**src/rtl/memory_port_arbiter.sv**
```systemverilog
// Arbitrates one memory port between instruction fetch and load/store, data first.
// Each transaction is tracked by a small FSM with a timeout guard.
module memory_port_arbiter #(
  parameter int XLEN           = 32,
  parameter int MASK_WIDTH     = XLEN / 8,
  parameter int TIMEOUT_CYCLES = 255
) (
  input  logic                  i_Clk,
  input  logic                  i_Reset,
  input  logic                  i_Fetch_Req,
  input  logic [XLEN-1:0]       i_Fetch_Addr,
  output logic                  o_Fetch_Ack,
  output logic [XLEN-1:0]       o_Fetch_Data,
  output logic                  o_Fetch_Err,
  input  logic                  i_Data_Req,
  input  logic [XLEN-1:0]       i_Data_Addr,
  input  logic                  i_Data_Write_Enable,
  input  logic [XLEN-1:0]       i_Data_Write_Data,
  input  logic [MASK_WIDTH-1:0] i_Data_Byte_Mask,
  output logic                  o_Data_Ack,
  output logic [XLEN-1:0]       o_Data_Read_Data,
  output logic                  o_Data_Err,
  output logic                  o_Mem_Req,
  output logic [XLEN-1:0]       o_Mem_Addr,
  output logic                  o_Mem_Write_Enable,
  output logic [XLEN-1:0]       o_Mem_Write_Data,
  output logic [MASK_WIDTH-1:0] o_Mem_Byte_Mask,
  input  logic                  i_Mem_Ack,
  input  logic [XLEN-1:0]       i_Mem_Read_Data,
  output logic                  o_Busy
);

  localparam int CW = (TIMEOUT_CYCLES > 2) ? $clog2(TIMEOUT_CYCLES) : 1;
  localparam logic [CW-1:0] CNT_LAST = CW'(TIMEOUT_CYCLES - 1);

  typedef enum logic [1:0] {IDLE, S_FETCH, S_DATA} state_t;

  state_t                state_q;
  logic [CW-1:0]         cnt_q;
  logic                  fetch_ack_q, fetch_err_q, data_ack_q, data_err_q;
  logic [XLEN-1:0]       fetch_data_q, data_rdata_q;
  logic                  mem_req_q, mem_we_q;
  logic [XLEN-1:0]       mem_addr_q, mem_wdata_q;
  logic [MASK_WIDTH-1:0] mem_mask_q;

  // A requester still holds Req during its own Ack/Err cycle, so it must not be re-granted then.
  logic data_grant, fetch_grant;
  assign data_grant  = i_Data_Req && !(data_ack_q || data_err_q);
  assign fetch_grant = !data_grant && i_Fetch_Req && !(fetch_ack_q || fetch_err_q);

  always_ff @(posedge i_Clk) begin
    if (i_Reset) begin
      state_q      <= IDLE;
      cnt_q        <= '0;
      fetch_ack_q  <= 1'b0;
      fetch_err_q  <= 1'b0;
      data_ack_q   <= 1'b0;
      data_err_q   <= 1'b0;
      fetch_data_q <= '0;
      data_rdata_q <= '0;
      mem_req_q    <= 1'b0;
      mem_we_q     <= 1'b0;
      mem_addr_q   <= '0;
      mem_wdata_q  <= '0;
      mem_mask_q   <= '0;
    end else begin
      fetch_ack_q <= 1'b0;
      fetch_err_q <= 1'b0;
      data_ack_q  <= 1'b0;
      data_err_q  <= 1'b0;
      case (state_q)
        IDLE: begin
          if (data_grant) begin
            state_q     <= S_DATA;
            cnt_q       <= '0;
            mem_req_q   <= 1'b1;
            mem_addr_q  <= i_Data_Addr;
            mem_we_q    <= i_Data_Write_Enable;
            mem_wdata_q <= i_Data_Write_Data;
            mem_mask_q  <= i_Data_Byte_Mask;
          end else if (fetch_grant) begin
            if (i_Fetch_Addr[1:0] != 2'b00) begin
              fetch_err_q <= 1'b1;
            end else begin
              state_q     <= S_FETCH;
              cnt_q       <= '0;
              mem_req_q   <= 1'b1;
              mem_addr_q  <= i_Fetch_Addr;
              mem_we_q    <= 1'b0;
              mem_wdata_q <= '0;
              mem_mask_q  <= '1;
            end
          end
        end
        S_FETCH, S_DATA: begin
          // Ack takes precedence over a timeout landing on the same edge.
          if (i_Mem_Ack) begin
            state_q   <= IDLE;
            mem_req_q <= 1'b0;
            if (state_q == S_FETCH) begin
              fetch_data_q <= i_Mem_Read_Data;
              fetch_ack_q  <= 1'b1;
            end else begin
              data_rdata_q <= i_Mem_Read_Data;
              data_ack_q   <= 1'b1;
            end
          end else if (cnt_q == CNT_LAST) begin
            state_q   <= IDLE;
            mem_req_q <= 1'b0;
            if (state_q == S_FETCH) fetch_err_q <= 1'b1;
            else                    data_err_q  <= 1'b1;
          end else begin
            cnt_q <= cnt_q + 1'b1;
          end
        end
        default: begin
          state_q   <= IDLE;
          mem_req_q <= 1'b0;
        end
      endcase
    end
  end

  assign o_Fetch_Ack        = fetch_ack_q;
  assign o_Fetch_Err        = fetch_err_q;
  assign o_Fetch_Data       = fetch_data_q;
  assign o_Data_Ack         = data_ack_q;
  assign o_Data_Err         = data_err_q;
  assign o_Data_Read_Data   = data_rdata_q;
  assign o_Mem_Req          = mem_req_q;
  assign o_Mem_Addr         = mem_addr_q;
  assign o_Mem_Write_Enable = mem_we_q;
  assign o_Mem_Write_Data   = mem_wdata_q;
  assign o_Mem_Byte_Mask    = mem_mask_q;
  assign o_Busy             = (state_q != IDLE);

endmodule

```
**config.mk**
```make
export PLATFORM = sky130hd
export DESIGN_NAME = memory_port_arbiter
export DESIGN_NICKNAME = d
export VERILOG_FILES = /design/src/rtl/memory_port_arbiter.sv
export SDC_FILE = /design/constraint.sdc
export NUM_CORES = 1
export LEC_CHECK = 0
export BUFFER_PORTS_ARGS = -buffer_cell sky130_fd_sc_hd__buf_2
export CAP_MARGIN = 10
export CORE_MARGIN = 3
export CORE_UTILIZATION = 46
export CTS_CLUSTER_DIAMETER = 100
export CTS_CLUSTER_SIZE = 20
export DETAILED_ROUTE_END_ITERATION = 7
export GPL_TIMING_DRIVEN = 0
export PLACE_DENSITY = 0.82
export SLEW_MARGIN = 20
export SYNTH_ARGS = -nofsm -noshare
export SYNTH_HDL_FRONTEND = slang
export SYNTH_SLANG_ARGS = --single-unit
```
**constraint.sdc**
```tcl
create_clock -name i_Clk -period 2.7 [get_ports i_Clk]
set_clock_uncertainty 0.15 [all_clocks]
set_input_delay 0.405 -clock i_Clk [delete_from_list [all_inputs] [get_ports i_Clk]]
set_output_delay 0.405 -clock i_Clk [all_outputs]
set_load 0.05 [all_outputs]
```
======== Word level (Yosys, flattened, before mapping) ========
Cells that the tools add are included.
word-level totals
  flip-flop bits (word level) ............. 148
  output and inout bits ................... 139
  word-level logic and storage cells ...... 86
operators by class
  add/sub/neg operators ................... 1
  eq/ne operators ......................... 9
  mux-type cells .......................... 38
  bitwise gates (word level) .............. 4
  reduce and logical (&&, ||, !) cells .... 21
operators by type and width
  kind                                                              number
  32-bit two-way mux                                                6
  8-bit two-way mux                                                 5
  8-bit one-hot mux with 2 select lines                             1
  1-bit two-way mux                                                 15
  4-bit two-way mux                                                 3
  3-bit AND reduction                                               4
  2-bit two-way mux                                                 5
  3-bit inequality test (second input constant)                     3
  8-bit by 1-bit adder with 8-bit output (second input constant)    1
  8-bit == test (second input constant)                             1
  2-bit nonzero test                                                4
  2-bit inequality test (second input constant)                     3
  5-bit AND reduction                                               1
  1-bit inverter                                                    4
  1-bit one-hot mux with 2 select lines                             2
  2-bit one-hot mux with 2 select lines                             1
  4-bit OR reduction                                                1
  1-bit logical AND                                                 3
  1-bit logical NOT                                                 3
  3-bit OR reduction                                                1
  2-bit by 1-bit == test with 1-bit output (second input constant)  1
  2-bit == test (second input constant)                             1
  2-bit logical NOT                                                 1
  1-bit logical OR                                                  2
  2-bit OR reduction                                                1

======== Depth between registers and ports, before layout ========
Gate-level depths: netlist of the first run.
  depth in word-level cells ............... 9
  depth in mapped cells ................... 8
  depth with buffers taken out ............ 6

======== Worst setup path after synthesis of the first run ========
Ideal clock, no wire load.
  path kind ............................... register -> output
  from .................................... register state_q[0]
  to ...................................... output port o_Busy
  arrival time ............................ 1.637 ns
  data required time ...................... 2.145 ns
  slack ................................... 0.508 ns
  stages on the path, launching flop included .. 7
  cells stage by stage .................... dfxtp_1 > inv_1 > ha_1 > clkbuf_1 > inv_1 > buf_2 > clkbuf_1
on the way
  cells in the longest elaborated chain, start to end .. 1
ends and longest elaborated chain
  what                    RTL line  source
  from (decl)             38        state_t state_q;
  from (signal assigned)  53        state_q <= IDLE;
  from (signal assigned)  74        state_q <= S_DATA;
  from (signal assigned)  85        state_q <= S_FETCH;
  2-bit nonzero test      135       assign o_Busy = (state_q != IDLE);
  to (decl)               30        output logic o_Busy
No other way between the ends.

======== Final worst setup path of the first run ========
Ends and elaborated chain as after synthesis.

==> qor.yml, run 1 <==
vias: 6437
grt_pass1_vias: 6177
async_flop_share_pct: 0
cp-end-kind: "output pin"
yosysWarnings: 0
ioPinCount: 277
p_int_mw: 4.26
die_w_um: 118
cts_sinks: 148
total_power_mw: 6.32
final-hold-violation-count: 0
reg2reg_depth: 7
worst_pin_slew_ns: 0.750
grt_use_total_pct: 27.3
fp.dieH_um: 118
dp_hpwl_mm: 14.3
ys.flop_type: "dfxtp_1"
status: "complete, no violations"
worstHoldStart: "i_Mem_Read_Data[4]"
die_area_mm2: 0.0139
dpl_cell_area_mm2: 0.00736
drv_slew: 0
crit_fanout: 19
vias_per_cell: 5.39
cts_tree: "done"
rows: 40
dp.cells: 1163
start_util_pct: 47.5
core-area_mm2: 0.0122
hold_class: "in -> reg"
syn-cell-area_mm2: 0.00578
ys_ff_latch: 148
synthDistinctLibCells: 35
grt_max_degree: 20
cts_buffers: 17
p_per_area_mw_per_mm2: 791
max_freq_mhz: 391
start_kind: "flop"
holdWs_ns: 0.0879
max_cap_violations: 0
avgSynthCellArea_um2: 8.02
yosys-top-cells-count: "nand2_1, dfxtp_1, a21oi_1"
fin_area_mm2: 0.00799
synth_top_cell_by_area: "dfxtp_1"
grt-ovfl-total: 0
cp.required_ns: 2.14
place.gp.congestion: 0.834
grt_first_pass_wirelength_mm: 31.0
drtPass1Iterations: 6
synth_cells: 720
power_switching_mw: 2.06
htreeDepth: 4
timing.rr.end: "o_Mem_Write_Data[4]"
p_comb_share_pct: 22.6
path_clk_slew_ns: 0.06
clockRootBuffer: "clkbuf_16"
finalSetupViolCount: 0
syn-num-nets: 863
cp.arrival_ns: 2.01
slew_headroom_pct: 50.0
switching_share_pct: 32.6
critPathCapture: "o_Busy"
dr.first_iter.drc_count: 421
rsz0062_at_grt: "no"
syn_to_final_growth_pct: 38.3
clkPwrFrac_pct: 39.1
wirelength_mm: 19.5
r2r_slack_ns: 0.32
utilization_pct: 65.7
leakagePower_nw: 3.55
postCtsHoldBufs: 0
seq_power_share_pct: 38.2
synth_edf_count: 0
n_antenna_cell: 0
ant_nets: 0
fin_crit_sh_pct: 94.8
io_buffers: 275
yosysSeqAreaShare_pct: 51.3
crit_start: "state_q[0]"
avgRoutedWirePerCell_um: 16.3
grt_antenna_before_repair: 0
cts_buffer_depth: 2
timing.rr.start: "state_q[1]"
ir_drop_uv: 517
nets: 1156
drc: 0
fill_cells: 1069
criticalPathCategory: "reg -> out"
synth_area_leaders: "dfxtp_1, nand2_1, a21oi_1, a311oi_1, nand3_1"
instances_no_fill: 1194
clkLatencyLatePin_ns: 0.41
drive_gt1_share_pct: 32.2
synth_top_area_share_pct: 51.3
period_needed_ns: 2.56
yosysMostFrequentCell: "nand2_1"
[layer usage]
metal  wire (um)  GRT usage [%]
met3        1750           8.46
met5           0              0
met1        7960           33.4
met2        9450           46.2
met4         353           8.50
[timing repair]
action	in CTS	in global routing
buffers inserted	0	0
setup endpoints to repair	1	0
resized for setup	2	0
[cell families after synthesis]
logic type	count (synthesis)	share of synthesized area, %
simple gates	264	19.1
flops	148	51.3
compound gates	232	23.6
fa+ha+maj	5	1.08
buf+inv	71	4.85
[layout make-up]
| class | instances | area, um^2 | share of cell area [%] |
|---|---|---|---|
| Timing Repair Buffer | 275 | 1380 | 17.2 |
| Buffer | 62 | 249 | 3.12 |
| Clock inverter | 11 | 146 | 1.83 |
| Sequential cell | 148 | 2960 | 37.1 |
| Multi-Input combinational cell | 501 | 2530 | 31.7 |
| Tap cell | 168 | 210 | 2.63 |
| Clock buffer | 21 | 480 | 6.02 |
| Inverter | 8 | 30.0 | 0.376 |
[state kept, by name (all words and copies together) (netlist names)]
signal and cells:
o_Data_Read_Data 32, o_Mem_Byte_Mask 4, o_Mem_Req 1, o_Data_Err 1, cnt_q 8, o_Mem_Addr 32, o_Mem_Write_Enable 1, o_Fetch_Ack 1
state_q 2, o_Fetch_Err 1, o_Mem_Write_Data 32, o_Data_Ack 1, o_Fetch_Data 32
[power groups by stage]
stage	clock network, mW	logic [mW]	registers (mW)
2_1_floorplan	0	0.476	2.97
3_3_place_gp	0	1.41	2.46
3_5_place_dp	0	1.42	2.46
4_1_cts	2.50	1.43	2.41
5_1_grt	2.60	1.53	2.43
6_report	2.47	1.43	2.41
[stage by stage]
step           setup WS, ns  TNS [ns]
2_1_floorplan         0.508         0
3_3_place_gp        -0.0408   -0.0408
3_5_place_dp        -0.0184   -0.0184
4_1_cts               0.107         0
5_1_grt             0.00795         0
6_report              0.140         0
[critical path: stages (launching register included)]
cell	delay [ns]
dfxtp_1	0.38
inv_1	0.06
ha_1	0.19
clkbuf_1	0.19
inv_2	0.19
buf_4	0.27
buf_2	0.31
[placed cells by master, fill, tap and decap left out, drive strengths merged, types with 5 or more instances in the layout]
master / count
a311oi: 35
a31oi: 6
ha: 5
nand2: 197
clkbuf: 67
dfxtp: 148
nor2: 9
buf: 291
a21oi: 136
nand3: 41
o21ai: 40
inv: 10
[how the worst min path moves through the flow]
stage	to	cells past startpoint
6_report	o_Data_Read_Data[4]	3
5_1_grt	o_Fetch_Data[21]	3
4_1_cts	o_Data_Read_Data[4]	3
3_5_place_dp	o_Fetch_Data[17]	2
3_3_place_gp	o_Fetch_Data[7]	2
2_1_floorplan	cnt_q[6]	1
(Power assumes the default switching activity.)
==> run 2: changes to the inputs <==
==> constraint.sdc (replaced) <==
create_clock -name i_Clk -period 2.7 [get_ports i_Clk]
set_clock_uncertainty 0.15 [all_clocks]
set_input_delay 0.405 -clock i_Clk [delete_from_list [all_inputs] [get_ports i_Clk]]
set_output_delay 0.405 -clock i_Clk [all_outputs]
set_load 0.1 [all_outputs]
==> run 2 against run 1 <==
Sequential power hardly changed. Largest power group unchanged. Final area hardly changed. Largest cell class unchanged. Fmax is 1.8% higher. Sequential cell count stayed put. Critical path type unchanged.
==> qor.yml, run 2 (synthesis gave the netlist of run 1 again) <==
grt_use_total_pct: 27.3
rows: 40
cpPeakStageDelay_ns: 0.38
start_util_pct: 47.5
drive_gt1_share_pct: 32.2
crit_chain: "inv_1, ha_1, clkbuf_1, inv_2, buf_4, buf_6"
cts_sinks: 148
multi_input_area_mm2: 0.00253
period_needed_ns: 2.51
vias: 6422
cp.arrival_ns: 1.96
drtPass1Iterations: 5
nets: 1156
cts_buffers: 17
fp.dieH_um: 118
postCtsSetupBuffers: 0
cp-end-kind: "output pin"
grt-ovfl-total: 0
finalSetupViolCount: 0
place.gp.congestion: 0.834
syn_to_final_growth_pct: 38.4
rsz0062_at_grt: "no"
regArea_mm2: 0.00296
die_w_um: 118
clkLatencyLatePin_ns: 0.41
layout_common_cells: "buf_2, nand2_1, dfxtp_1, a21oi_1, clkbuf_1"
hold_class: "in -> reg"
status: "complete, no violations"
grt_antenna_before_repair: 0
clockRootBuffer: "clkbuf_16"
grt_first_pass_wirelength_mm: 31.0
worst_pin_slew_ns: 0.754
path_delay_family: "buffers and inverters"
fill_cells: 1067
slowest_stage: "dfxtp_1"
grt_pass1_vias: 6177
fin_crit_sh_pct: 93.1
final-hold-violation-count: 0
io_buffers: 275
cts_tree: "done"
die_area_mm2: 0.0139
wirelength_mm: 19.6
fin_tns_setup_ns: 0
max_freq_mhz: 398
slew_headroom_pct: 49.7
path_clk_slew_ns: 0.06
vias_per_cell: 5.38
p_per_area_mw_per_mm2: 861
cp.required_ns: 2.14
max_cap_violations: 0
htreeDepth: 4
grt_max_degree: 20
ant_nets: 0
crit_fanout: 19
ir_drop_uv: 544
ioPinCount: 277
path_buf_inv: 5
leakagePower_nw: 3.55
n_antenna_cell: 0
layout_commonest_cell: "buf_2"
holdWs_ns: 0.0880
total_power_mw: 6.88
dr.first_iter.drc_count: 398
criticalPathCategory: "reg -> out"
dp_hpwl_mm: 14.3
cts_buffer_depth: 2
start_kind: "flop"
avgRoutedWirePerCell_um: 16.4
drv_slew: 0
core-area_mm2: 0.0122
drc: 0
-- run 2: tightest hold or removal path, delay by kind of cell --
family,cells,cell delay [ns]
buffers and inverters,1,0.10
and+or+nand+nor,1,0.05
AOI/OAI and AO/OA,1,0.05
-- run 2: path summary, 6_finish.rpt --
kind	slack, ns	cells after the start	startpoint	endpoint
min	0.09	3	i_Mem_Read_Data[4]	o_Data_Read_Data[4]
max	0.19	6	state_q[0]	o_Busy
min reg2reg	0.30	2	o_Fetch_Data[25]	o_Fetch_Data[25]
max reg2reg	0.32	7	state_q[1]	o_Mem_Write_Data[4]
-- run 2: per-stage QoR --
step	instances	setup WS, ns	utilization (%)	instance area, um^2
finish	1194	0.186	65.7	7990
global route	1194	0.0498	65.7	7990
CTS	1194	0.0784	65.7	7990
detailed placement	1163	-0.183	60.5	7360
global placement	1163	-0.205	60.5	7360
floorplan	720	0.0757	-	5780
-- run 2: layout make-up --
| class | count | area share (%) |
|---|---|---|
| sequential | 148 | 37.1 |
| timing repair buffer | 275 | 17.3 |
| inverter | 8 | 0.376 |
| clock inverter | 11 | 1.83 |
| multi-input combinational | 501 | 31.7 |
| tap | 168 | 2.63 |
| buffer | 62 | 3.11 |
| clock buffer | 21 | 6.01 |
-- run 2: metal layers --
layer / vias up / share of wire, % / track usage [%]
met1: 2984 / 41 / 33.4
met4: 0 / 2.0 / 8.50
met2: 303 / 48 / 46.2
met5: - / 0 / 0
li1: 3101 / - / -
met3: 34 / 9.0 / 8.46
-- run 2: power breakdown --
group / internal [mW] / leakage (nW) / switching (mW)
clock: 1.55 / 0.306 / 0.914
sequential: 2.34 / 1.21 / 0.0769
combinational: 0.368 / 2.04 / 1.63
-- run 2: what timing repair did --
item                                    4_1_cts  5_1_grt
endpoints found under the setup margin        1        1
hold buffers                                  0        0
resized for setup                             3        1
